## src/rtl/demux_1_2_buf.sv

```systemverilog
// Buffered 1:2 steering demux with an independent FIFO per destination.
// Optional per-destination delivery counters are enabled by defining DEMUX_COUNT_EN.
module demux_1_2_buf #(
    parameter int WIDTH = 32,
    parameter int DEPTH = 2
) (
    input  logic             clk,
    input  logic             rst,
    input  logic [WIDTH-1:0] d_in,
    input  logic             sel,
    input  logic             in_valid,
    output logic             in_ready,
    output logic [WIDTH-1:0] out1,
    output logic             out1_valid,
    input  logic             out1_ready,
    output logic [WIDTH-1:0] out2,
    output logic             out2_valid,
    input  logic             out2_ready
`ifdef DEMUX_COUNT_EN
    ,
    output logic [15:0]      cnt1,
    output logic [15:0]      cnt2
`endif
);

    localparam int AW = (DEPTH > 1) ? $clog2(DEPTH) : 1;
    localparam logic [AW-1:0] PTR_ONE  = AW'(1);
    localparam logic [AW:0]   CNT_ONE  = (AW+1)'(1);
    localparam logic [AW:0]   CNT_FULL = (AW+1)'(DEPTH);

    // Index 0 is the out1 FIFO, index 1 is the out2 FIFO.
    logic [WIDTH-1:0] mem_r    [2][DEPTH];
    logic [AW-1:0]    wr_ptr_r [2];
    logic [AW-1:0]    rd_ptr_r [2];
    logic [AW:0]      count_r  [2];

    logic [1:0]       full_s;
    logic [1:0]       empty_s;
    logic [1:0]       push_s;
    logic [1:0]       pop_s;

    // Handshake decode; in_ready depends only on sel and registered fullness.
    always_comb begin
        full_s[0]  = (count_r[0] == CNT_FULL);
        full_s[1]  = (count_r[1] == CNT_FULL);
        empty_s[0] = (count_r[0] == '0);
        empty_s[1] = (count_r[1] == '0);
        if (sel) begin
            in_ready = ~full_s[1];
        end else begin
            in_ready = ~full_s[0];
        end
        push_s[0] = in_valid & ~sel & ~full_s[0];
        push_s[1] = in_valid &  sel & ~full_s[1];
        pop_s[0]  = ~empty_s[0] & out1_ready;
        pop_s[1]  = ~empty_s[1] & out2_ready;
    end

    // FIFO storage, pointers and occupancy; reset wins over any push or pop.
    always_ff @(posedge clk) begin
        if (rst) begin
            for (int f = 0; f < 2; f++) begin
                for (int i = 0; i < DEPTH; i++) begin
                    mem_r[f][i] <= '0;
                end
                wr_ptr_r[f] <= '0;
                rd_ptr_r[f] <= '0;
                count_r[f]  <= '0;
            end
        end else begin
            for (int f = 0; f < 2; f++) begin
                if (push_s[f]) begin
                    mem_r[f][wr_ptr_r[f]] <= d_in;
                    wr_ptr_r[f]           <= wr_ptr_r[f] + PTR_ONE;
                end
                if (pop_s[f]) begin
                    rd_ptr_r[f] <= rd_ptr_r[f] + PTR_ONE;
                end
                case ({push_s[f], pop_s[f]})
                    2'b10:   count_r[f] <= count_r[f] + CNT_ONE;
                    2'b01:   count_r[f] <= count_r[f] - CNT_ONE;
                    default: count_r[f] <= count_r[f];
                endcase
            end
        end
    end

    // Head words come straight from registered storage, no fall-through path.
    always_comb begin
        out1       = mem_r[0][rd_ptr_r[0]];
        out2       = mem_r[1][rd_ptr_r[1]];
        out1_valid = ~empty_s[0];
        out2_valid = ~empty_s[1];
    end

`ifdef DEMUX_COUNT_EN
    // Delivery counters, wrapping naturally at 16 bits.
    always_ff @(posedge clk) begin
        if (rst) begin
            cnt1 <= 16'd0;
            cnt2 <= 16'd0;
        end else begin
            if (pop_s[0]) begin
                cnt1 <= cnt1 + 16'd1;
            end
            if (pop_s[1]) begin
                cnt2 <= cnt2 + 16'd1;
            end
        end
    end
`endif

endmodule

```

## config.mk

```make
export PLATFORM = sky130hd
export DESIGN_NAME = demux_1_2_buf
export DESIGN_NICKNAME = d
export VERILOG_FILES = /design/src/rtl/demux_1_2_buf.sv
export SDC_FILE = /design/constraint.sdc
export NUM_CORES = 1
export LEC_CHECK = 0
export ABC_AREA = 1
export CORE_UTILIZATION = 57
export CTS_BUF_LIST = sky130_fd_sc_hd__clkbuf_4 sky130_fd_sc_hd__clkbuf_8 sky130_fd_sc_hd__clkbuf_16
export DETAILED_ROUTE_END_ITERATION = 10
export PLACE_DENSITY = 0.95
export SKIP_CTS_REPAIR_TIMING = 1
export SYNTH_ARGS = -nofsm -noshare
export SYNTH_HDL_FRONTEND = slang
export SYNTH_SLANG_ARGS = --single-unit
```

## constraint.sdc

```tcl
create_clock -name clk -period 3.95 [get_ports clk]
set_clock_uncertainty 0.05 [all_clocks]
set_input_delay 0.9875 -clock clk [delete_from_list [all_inputs] [get_ports clk]]
set_output_delay 0.9875 -clock clk [all_outputs]
set_load 0.1 [all_outputs]
```

==> results.yml <==
routing:
  wl_per_cell_um: 17.4
  vias_per_cell: 5.32
  ant_nets: 0
  totalWireLength_um: 12300
  top_layer: "met4"
  wl_met1_um: 5010
  drtPass1Iterations: 5
  drc: 0
  route.met3.wl_um: 792
  via_count: 3763
  wl_met2_um: 6310
  drtIter0Drc: 199
timing:
  max_freq_ghz: 0.311
  finalHoldViolations: 0
  period_share_pct: 81.5
  rsz0062_at_grt: "no"
  min_period_ns: 3.22
  slew_violations: 0
  finalSetupViolations: 0
  tightest_slew_ns: 0.884
  tns_ns: 0
  slew_headroom_pct: 40.9
critical_path:
  path_class: "in -> out"
  cp-start-kind: "input port"
  crit_fanout: 4
  endpoint_kind: "output pin"
  arrival_ns: 2.18
  rrSetupSlack_ns: 1.76
  crit_required_ns: 2.91
pwr:
  p_leak_nw: 3.16
  ir_worst_vdd_mv: 0.433
  powerDensity_mw_per_mm2: 591
  totalPowerFinal_mw: 4.40
floorplanning:
  core_area_mm2: 0.00991
  die-area_mm2: 0.0107
  ioPinCount: 105
  fp.dieW_um: 104
  die_y_um: 104
  num_rows: 36
  start_util_pct: 59.4
yosys:
  synth.top_cells.by_count: "edfxtp_1 (136), nor2_1 (136), mux2_2 (65), inv_1 (45)"
  synth_edf_count: 136
  synth_area_leaders: "edfxtp_1 (69%), mux2_2 (12%), nor2_1 (8.7%)"
  synth-seq-area-share_pct: 69.4
  syn_inst: 451
  synth_flop_cell: "edfxtp_1"
  yosys.cell_types.count: 16
  syn_area_mm2: 0.00588
  yosys_register_bits: 136
  ys_warn_count: 0
  syn_area_per_cell_um2: 13.0
  synth-async-reset-ratio_pct: 0
  yosysTopAreaCell: "edfxtp_1"
  synth_top_area_share_pct: 69.4
  syn_nets: 495
cts:
  cts_tree: "done"
  cts_made_buffers: 17
  root_buffer: "clkbuf_8"
  ctsHtreeMaxLevel: 4
  path_clk_slew_ns: 0.06
  cts_num_sinks: 136
  clock_latency_ns: 0.53
  clockBufferDepth: 2
global_routing:
  gr-total-overflow: 0
  antenna_found_initial: 0
  grt.total_usage_pct: 24.2
  grt_pass1_vias: 3810
  grt_pass1_wl_um: 19300
  grt_max_degree: 33
worst_hold_path:
  hold_path.class: "reg -> reg"
final_layout:
  nets: 606
  num_antenna_cells: 0
  syn2layout_area_growth_pct: 26.6
  drive_gt1_share_pct: 31.9
job:
  max-cap-violations: 0
placed_design:
  port_buffers: 104
  place_hpwl_um: 7740
  gp_congestion: 0.758
run_status:
  status: "finished, final reports clean"
==> report_power, final <==
part,total (mW),internal [mW],switching (mW)
combinational,1.20,0.280,0.923
sequential,1.72,1.69,0.0331
clock,1.47,0.912,0.562
==> cells by family after synthesis <==
family,synth area share (%)
flip-flops,69.4
adder cells (fa/ha/maj),1.28
AND/OR/NAND/NOR,11.4
buffers and inverters,4.70
multiplexers,12.4
AO/OA/AOI/OAI,0.765
==> metrics by stage <==
stage | setup WS [ns] | hold WS [ns] | instance area [um2] | std cells | util (%)
2_1_floorplan | 1.30 | 0.472 | 5880 | 451 | -
3_3_place_gp | 0.794 | 0.489 | 6900 | 676 | 69.6
3_5_place_dp | 0.780 | 0.512 | 6900 | 676 | 69.6
4_1_cts | 0.733 | 0.520 | 7450 | 707 | 75.2
5_1_grt | 0.701 | 0.546 | 7450 | 707 | 75.2
6_report | 0.732 | 0.523 | 7450 | 707 | 75.2
==> layout make-up <==
class                      instances  area [um2]
timing repair buffer             113         941
multi-input combinational        248        1530
inverter                          46         173
clock buffer                      21         444
tap                              133         166
clock inverter                    10         105
sequential                       136        4080
fill                             612        2460
==> worst paths after layout <==
check | startpoint | end | cells after the start
setup / recovery | sel | in_ready | 3
hold / removal | count_r[1][0] | count_r[1][0] | 1
setup reg to reg | count_r[1][0] | mem_r[1][41] | 7
hold reg to reg | count_r[1][0] | count_r[1][0] | 1
==> worst max-delay path, stage by stage <==
cell and delay [ns]:
clkdlybuf4s50_1 0.58, mux2_2 0.38, buf_4 0.24
==> layer usage <==
metal	up-vias	track usage, %
met3	20	7.30
met1	1834	28.7
met4	0	9.21
li1	1749	-
met5	-	0
met2	160	41.6
==> sequential cells by signal, indices dropped and copies added (netlist names) <==
signal	flops
mem_r	128
count_r	4
rd_ptr_r	2
wr_ptr_r	2
==> cell usage in the layout (no fill, tap or decap), drive strengths merged <==
master and n:
nor2 138, nand4 2, buf 76, inv 46, a21oi 5, bufinv 2
edfxtp 136, clkbuf 21, o21ai 4, nand3 5, clkdlybuf4s50 37, ha 6
mux2 65, clkinv 5, clkinvlp 3, nand2 23
No activity file was read; power rests on OpenSTA's default activity.
